$ cat src/rtl/bank_arbiter.sv
// Four-requester round-robin arbiter with burst lock in front of a single-port,
// four-bank memory. Reads return one cycle after the granted transfer.
//
// state   | meaning
// S_IDLE  | no burst held; winner chosen round-robin starting at ptr
// S_BURST | owner holds the port while req/req_lock stay high, up to BURST_MAX
module bank_arbiter #(
  parameter int DATA_WIDTH = 8,
  parameter int ADDR_WIDTH = 4,
  parameter int BURST_MAX  = 4
) (
  input  logic                    clk,
  input  logic                    rst_n,
  input  logic [3:0]              req,
  input  logic [3:0]              req_lock,
  input  logic [3:0]              req_we,
  input  logic [7:0]              req_bank,
  input  logic [4*ADDR_WIDTH-1:0] req_addr,
  input  logic [4*DATA_WIDTH-1:0] req_din,
  output logic [3:0]              gnt,
  output logic                    mem_we,
  output logic [1:0]              mem_bank_sel,
  output logic [ADDR_WIDTH-1:0]   mem_addr,
  output logic [DATA_WIDTH-1:0]   mem_din,
  input  logic [DATA_WIDTH-1:0]   mem_dout,
  output logic                    rsp_valid,
  output logic [1:0]              rsp_id,
  output logic [DATA_WIDTH-1:0]   rsp_data
);

  typedef enum logic {S_IDLE, S_BURST} state_t;

  localparam logic [3:0] BURST_LIMIT = 4'(BURST_MAX);

  state_t     state, state_nxt;
  logic [1:0] ptr, ptr_nxt;
  logic [1:0] owner, owner_nxt;
  logic [3:0] burst_cnt, burst_cnt_nxt;
  logic       rsp_valid_nxt;
  logic [1:0] rsp_id_nxt;

  logic       hold;
  logic       win_vld;
  logic [1:0] win;
  logic       grant_ok;
  logic [3:0] new_cnt;

  // Winner: the burst owner while it keeps req and lock, else first req from ptr.
  always_comb begin
    hold    = (state == S_BURST) && req[owner] && req_lock[owner];
    win_vld = 1'b0;
    win     = ptr;
    if (hold) begin
      win_vld = 1'b1;
      win     = owner;
    end else begin
      for (int i = 3; i >= 0; i--) begin
        if (req[ptr + 2'(i)]) begin
          win_vld = 1'b1;
          win     = ptr + 2'(i);
        end
      end
    end
    grant_ok = win_vld && rst_n;
  end

  always_ff @(posedge clk or negedge rst_n) begin
    if (!rst_n) begin
      state     <= S_IDLE;
      ptr       <= 2'd0;
      owner     <= 2'd0;
      burst_cnt <= 4'd0;
      rsp_valid <= 1'b0;
      rsp_id    <= 2'd0;
    end else begin
      state     <= state_nxt;
      ptr       <= ptr_nxt;
      owner     <= owner_nxt;
      burst_cnt <= burst_cnt_nxt;
      rsp_valid <= rsp_valid_nxt;
      rsp_id    <= rsp_id_nxt;
    end
  end

  // ptr always moves past the winner; it only matters once the burst releases.
  always_comb begin
    state_nxt     = S_IDLE;
    ptr_nxt       = ptr;
    owner_nxt     = owner;
    burst_cnt_nxt = 4'd0;
    rsp_valid_nxt = 1'b0;
    rsp_id_nxt    = rsp_id;
    new_cnt       = hold ? burst_cnt + 4'd1 : 4'd1;
    if (grant_ok) begin
      ptr_nxt = win + 2'd1;
      if (!req_we[win]) begin
        rsp_valid_nxt = 1'b1;
        rsp_id_nxt    = win;
      end
      if (req_lock[win] && (new_cnt < BURST_LIMIT)) begin
        state_nxt     = S_BURST;
        owner_nxt     = win;
        burst_cnt_nxt = new_cnt;
      end
    end
  end

  always_comb begin
    gnt          = 4'b0000;
    mem_we       = 1'b0;
    mem_bank_sel = 2'd0;
    mem_addr     = '0;
    mem_din      = '0;
    if (grant_ok) begin
      gnt[win] = 1'b1;
      mem_we   = req_we[win];
      for (int k = 0; k < 4; k++) begin
        if (win == 2'(k)) begin
          mem_bank_sel = req_bank[2*k +: 2];
          mem_addr     = req_addr[k*ADDR_WIDTH +: ADDR_WIDTH];
          mem_din      = req_din[k*DATA_WIDTH +: DATA_WIDTH];
        end
      end
    end
  end

  assign rsp_data = mem_dout;

endmodule

$ cat config.mk
export PLATFORM = sky130hd
export DESIGN_NAME = bank_arbiter
export DESIGN_NICKNAME = d
export VERILOG_FILES = /design/src/rtl/bank_arbiter.sv
export SDC_FILE = /design/constraint.sdc
export NUM_CORES = 1
export LEC_CHECK = 0
export CAP_MARGIN = 40
export CORE_MARGIN = 10
export CORE_UTILIZATION = 33
export CTS_CLUSTER_SIZE = 14
export DETAILED_ROUTE_END_ITERATION = 8
export GPL_TIMING_DRIVEN = 1
export PLACE_DENSITY = 0.81
export SYNTH_ARGS = -nofsm -noshare
export SYNTH_HDL_FRONTEND = slang
export SYNTH_SLANG_ARGS = --single-unit
$ cat constraint.sdc
create_clock -name clk -period 5.4 [get_ports clk]
set_clock_uncertainty 0.15 [all_clocks]
set_input_delay 1.08 -clock clk [delete_from_list [all_inputs] [get_ports clk]]
set_output_delay 1.08 -clock clk [all_outputs]
set_load 0.01 [all_outputs]
==> results of run 1 <==
-- path summary, 6_finish.rpt --
check	from	end	slack (ns)	depth (start not counted)
setup / recovery	req[2]	gnt[3]	0.29	11
hold / removal	burst_cnt[0]$_DFF_PN0_	burst_cnt[0]$_DFF_PN0_	0.36	1
setup reg to reg	owner[0]$_DFFE_PN0P_	rsp_id[1]$_DFFE_PN0P_	2.76	8
hold reg to reg	burst_cnt[0]$_DFF_PN0_	burst_cnt[0]$_DFF_PN0_	0.36	1
max in group asynchronous	rst_n	ptr[1]$_DFFE_PN0P_	3.66	2
min in group asynchronous	rst_n	burst_cnt[0]$_DFF_PN0_	0.99	1
-- report_power, final --
part	leakage [µW]	total, µW	switching, µW	internal, µW
sequential	0.000148	157	33.8	124
combinational	0.00107	973	484	489
clock	0.0000288	96.5	32.2	64.3
total	0.00125	1230	550	677
-- flip-flops by register name (all words and copies together), names as in the netlist --
register   flops
burst_cnt      4
owner          2
ptr            2
rsp_id         2
rsp_valid      1
state          1
-- metal layers --
metal  vias to the layer above  global-route usage  routed length (µm)
met2                        76               0.242                2520
met3                         8              0.0742                 613
li1                        863                   -                   -
met4                         0              0.0396                  77
met1                       772               0.148                2110
met5                         -                   0                   0
-- critical path, cell delays in order --
cell and delay (ns):
clkdlybuf4s50_1 0.56, nand2_1 0.08, o211ai_1 0.32, buf_4 0.19, a32oi_4 0.13, inv_2 0.09
buf_4 0.15, ha_1 0.31, buf_4 0.25, and2_1 0.15, clkdlybuf4s50_1 0.56
-- timing repair --
action	CTS	global route
endpoints found under the setup margin	14	14
buffers inserted	1	4
resized for setup	1	18
pin swaps	2	3
-- cell usage after synthesis (2+ instances only) --
library cell,number
a22oi_1,13
mux2i_1,4
and2_1,4
a31oi_1,2
clkbuf_1,10
ha_1,5
buf_4,9
inv_1,4
nor2b_1,3
nor2_1,44
dfrtp_1,12
and2_2,2
a211oi_1,2
nand2_1,12
o21ai_0,7
nor3_1,2
inv_2,2
nand2b_1,3
a21oi_1,31
-- cell type report --
cell class / instances / area (µm²) / share of cell area
tap: 50 / 62.6 / 0.0253
sequential: 12 / 300 / 0.121
timing repair buffer: 108 / 1090 / 0.441
clock buffer: 4 / 55.1 / 0.0223
inverter: 6 / 22.5 / 0.00910
multi-input combinational: 157 / 942 / 0.381
-- per-stage QoR --
| step | utilization | power, µW | setup slack [ns] | area, µm² |
|---|---|---|---|---|
| after global routing | 0.623 | 1350 | 0.116 | 2470 |
| after floorplan | - | 716 | 0.683 | 1350 |
| after global placement | 0.586 | 1080 | -0.00608 | 2330 |
| after detailed placement | 0.586 | 1090 | -0.112 | 2330 |
| after CTS | 0.602 | 1210 | 0.0263 | 2390 |
| final | 0.623 | 1230 | 0.290 | 2470 |
-- cells by family (layout without fill, tap and decap cells) --
group	count (synthesis)	in the layout	share of synthesized area
xor gates and xnor gates	1	1	0.00649
muxes	6	6	0.0491
other	1	2	0.00278
buffers and inverters	26	118	0.0973
adders and majority gates	5	5	0.0463
DFF	12	12	0.222
and+or+nand+nor	75	75	0.247
AOI/OAI and AO/OA	68	68	0.329
==> run_results.csv, run 1 <==
group,metric,value,unit
clock_network,path_clk_slew,0.05,ns
logic_synthesis,async_flop_share,1.00,
cells_and_area,fin_cells,337,
setup_path,crit_fanout,16,
floorplanning,fp-row-count,23,
cells_and_area,areaGrowthSynthToFinish,83.2,%
logic_synthesis,synth_ff_type,"dfrtp_1",
route,drt_first_iter_violations,48,
floorplanning,die_x,84.0,µm
setup_path,cp.arrival,3.88,ns
route,dr.pass1.iters,4,
sta,finalMaxSlewViolations,0,
sta,finalSetupTns,0,ns
run,drv_cap,0,
route,num_vias,1719,
logic_synthesis,syn_avg_cell_area,6.96,µm²
floorplanning,die_y,84.0,µm
clock_network,cts_buffers,3,
sta,period_share,0.946,
cells_and_area,fin_nets,371,
setup_path,startpoint_type,"input pin",
floorplanning,io-pin-count,108,
place,gp_congestion,0.847,
global_route,grt_overflow,0,
logic_synthesis,synth_top_area_cell,"dfrtp_1",
route,wl,5330,µm
clock_network,htree_levels,1,
clock_network,clk_latency,0.24,ns
cells_and_area,layout_commonest_cell,"clkdlybuf4s50_1",
route,final_antenna_net_count,0,
setup_path,worst-setup-path-type,"in2out",
cells_and_area,fill_cells,369,
floorplanning,dieArea,7050,µm²
sta,hold_viol,0,
sta,finalSetupViolCount,0,
global_route,grt_pass1_wl,8450,µm
clock_network,cts_hold_buffers,0,
logic_synthesis,ys_top_cells_by_area,"dfrtp_1, nor2_1, a21oi_1",
status,status,"finished clean",
clock_network,cts-root-buf,"clkbuf_8",
place,dp_cells,328,
sta,whs,0.363,ns
route,drc,0,
sta,rsz0062_at_grt,"no",
cells_and_area,diodes,0,
pwr,powerDensity,496,nW/µm²
clock_network,tritoncts,"built",
place,dp_hpwl,4370,µm
cells_and_area,mostFrequentLayoutCells,"clkdlybuf4s50_1, nor2_1, a21oi_1, dlymetal6s2s_1, buf_4",
pwr,total_leakage_power,0.00125,µW
logic_synthesis,yosysSeqAreaShare,0.222,
floorplanning,start_util,0.340,
route,wl_per_cell,15.8,µm
floorplanning,core,3970,µm²
sta,timing.fmax,196,MHz
place,port_buffers,91,
setup_path,worst_setup_path_end_kind,"output port",
global_route,first_global_vias,1803,
min_path,holdCritPathClass,"reg2reg",
logic_synthesis,synth_edf_count,0,
logic_synthesis,yosys_warnings,0,
logic_synthesis,ys_ff_latch,12,
global_route,antenna_found_initial,0,
logic_synthesis,synth.distinct_cells,42,
logic_synthesis,synth_top_area_frac,0.222,
sta,finalCriticalPeriod,5.11,ns
cells_and_area,drive_above_1_share,0.118,
route,drt-vias-per-instance,5.10,
logic_synthesis,synth_cells,194,
global_route,grt_start_max_net_pins,30,
setup_path,cp.required,4.17,ns
clock_network,clockBufferDepth,2,
logic_synthesis,netlist_area,1350,µm²
clock_network,cts.sinks,12,
global_route,track_usage,0.142,
pwr,peakVddDrop,0.300,mV
Note: power is estimated with default switching activity, not from simulation.
==> run 2: changes to the inputs <==
Settings changed: GPL_TIMING_DRIVEN 1 to 0.
==> run_results.csv, run 2 (same netlist as run 1, synthesis figures left out) <==
group,metric,value,unit
run,drv_cap,0,
pwr,total_leakage_power,0.00124,µW
cells_and_area,fill_cells,354,
route,final_antenna_net_count,0,
pwr,peakVddDrop,0.232,mV
cells_and_area,largest-register,"burst_cnt",
setup_path,cp.arrival,3.94,ns
setup_path,cp.required,4.17,ns
sta,finalCriticalPeriod,5.17,ns
floorplanning,io-pin-count,108,
pwr,switching_share,0.471,
pwr,power,1170,µW
setup_path,worst-setup-path-type,"in2out",
cells_and_area,fin_nets,382,
clock_network,cts-root-buf,"clkbuf_8",
route,drc,0,
sta,worstMarginPinSlew,0.592,ns
status,status,"finished clean",
min_path,holdCritPathClass,"reg2reg",
clock_network,tritoncts,"built",
pwr,pwr-share-clk,0.069,
floorplanning,fp-row-count,23,
setup_path,crit_fanout,10,
sta,finalSetupViolCount,0,
global_route,grt_start_max_net_pins,15,
route,drt-vias-per-instance,5.05,
setup_path,cp_common_cell,"nor2_1",
sta,finalMaxSlewViolations,0,
floorplanning,start_util,0.340,
pwr,p_int,621,µW
route,num_vias,1753,
cells_and_area,drive_above_1_share,0.121,
cells_and_area,layout_commonest_cell,"clkdlybuf4s50_1",
clock_network,clockBufferDepth,2,
route,wl_per_cell,16.0,µm
setup_path,worst_setup_path_end_kind,"output port",
cells_and_area,largest_reg_flops,4,
sta,hold_viol,0,
global_route,first_global_vias,1867,
global_route,grt_pass1_wl,8770,µm
floorplanning,core,3970,µm²
global_route,grt_overflow,0,
sta,rsz0062_at_grt,"no",
setup_path,cp_top_family,"buffers and inverters",
place,gp_congestion,0.882,
clock_network,path_clk_slew,0.05,ns
pwr,switching_power,553,µW
setup_path,startpoint_type,"input pin",
cells_and_area,diodes,0,
place,port_buffers,98,
pwr,powerDensity,465,nW/µm²
pwr,pwr-share-seq,0.136,
place,place_ws,-0.807,ns
global_route,track_usage,0.148,
sta,timing.fmax,193,MHz
clock_network,htree_levels,1,
place,dp_hpwl,4650,µm
pwr,pwr-share-comb,0.795,
clock_network,cts.sinks,12,
cells_and_area,areaGrowthSynthToFinish,86.8,%
route,drt_first_iter_violations,75,
cells_and_area,final_util,0.635,
sta,slew_headroom,0.604,
cells_and_area,mostFrequentLayoutCells,"clkdlybuf4s50_1, nor2_1, a21oi_1, a22oi_1",
floorplanning,die_y,84.0,µm
floorplanning,dieArea,7050,µm²
sta,whs,0.340,ns
setup_path,worst-path-buf-inv,4,
clock_network,clk_latency,0.24,ns
sta,period_share,0.958,
route,wl,5550,µm
setup_path,cp_cell_sequence,"clkdlybuf4s50_1 > nand2_1 > a311oi_4 > nand2_1 > a32oi_4 > buf_4 > ha_1 > nor2b_2 > clkbuf_4 > a22oi_1 > nor2_1 > a21oi_1 > nor2_1 > a21oi_1 > nor2_1 > dlygate4sd2_1",
setup_path,max_stage_delay,0.49,ns
route,dr.pass1.iters,4,
floorplanning,die_x,84.0,µm
clock_network,cts_hold_buffers,0,
sta,finalWorstSetupSlack,0.228,ns
global_route,antenna_found_initial,0,
clock_network,cts_buffers,3,
setup_path,crit_path_top_delay_cell,"clkdlybuf4s50_1",
[run 2: stage by stage]
| step | TNS (ns) | cell area, µm² | cells |
|---|---|---|---|
| floorplan | 0 | 1350 | 195 |
| global placement | -8.16 | 2400 | 343 |
| detailed placement | -9.43 | 2400 | 343 |
| CTS | 0 | 2480 | 348 |
| global route | 0 | 2520 | 347 |
| finish | 0 | 2520 | 347 |
[run 2: power by group through the flow]
| stage | Clock (µW) | Combinational [µW] | Sequential, µW |
|---|---|---|---|
| after floorplan | 0 | 563 | 153 |
| after global placement | 0 | 883 | 155 |
| after detailed placement | 0 | 893 | 157 |
| after CTS | 81.6 | 935 | 157 |
| after global routing | 85.0 | 1040 | 165 |
| final | 81.0 | 933 | 160 |
[run 2: worst reg2reg max path, cell delays in order, from the launching register on]
cell and delay [ns]:
dfrtp_1 0.50, a211oi_2 0.29, a311oi_4 0.08, and2_2 0.24, or2_4 0.28, inv_2 0.10, mux2i_1 0.30, o2bb2ai_1 0.19
mux2_2 0.35
[run 2: final cells by class]
| cell class | count | area [µm²] | area share |
|---|---|---|---|
| timing repair buffer | 101 | 1030 | 0.407 |
| multi-input combinational | 157 | 955 | 0.378 |
| sequential | 12 | 300 | 0.119 |
| buffer | 18 | 114 | 0.0451 |
| tap | 50 | 62.6 | 0.0248 |
| clock buffer | 3 | 41.3 | 0.0164 |
| inverter | 6 | 22.5 | 0.00893 |
[run 2: path summary, 6_finish.rpt]
check / from / endpoint / slack [ns] / cells after the start
setup / recovery: req_lock[1] / mem_addr[2] / 0.23 / 16
hold / removal: burst_cnt[0]$_DFF_PN0_ / burst_cnt[0]$_DFF_PN0_ / 0.34 / 1
setup reg to reg: owner[0]$_DFFE_PN0P_ / rsp_id[1]$_DFFE_PN0P_ / 2.80 / 8
hold reg to reg: burst_cnt[0]$_DFF_PN0_ / burst_cnt[0]$_DFF_PN0_ / 0.34 / 1
max in group asynchronous: rst_n / burst_cnt[0]$_DFF_PN0_ / 3.65 / 1
min in group asynchronous: rst_n / owner[0]$_DFFE_PN0P_ / 1.07 / 1
[run 2: timing repair]
item / CTS / global route
pin swaps: 3 / 2
buffers inserted: 3 / 0
endpoints found under the setup margin: 16 / 14
resized for setup: 15 / 17
[run 2: metal layers]
| layer | wire length [µm] | track usage |
|---|---|---|
| met1 | 2100 | 0.141 |
| met2 | 2670 | 0.258 |
| met3 | 652 | 0.0801 |
| met4 | 129 | 0.0624 |
| met5 | 0 | 0 |
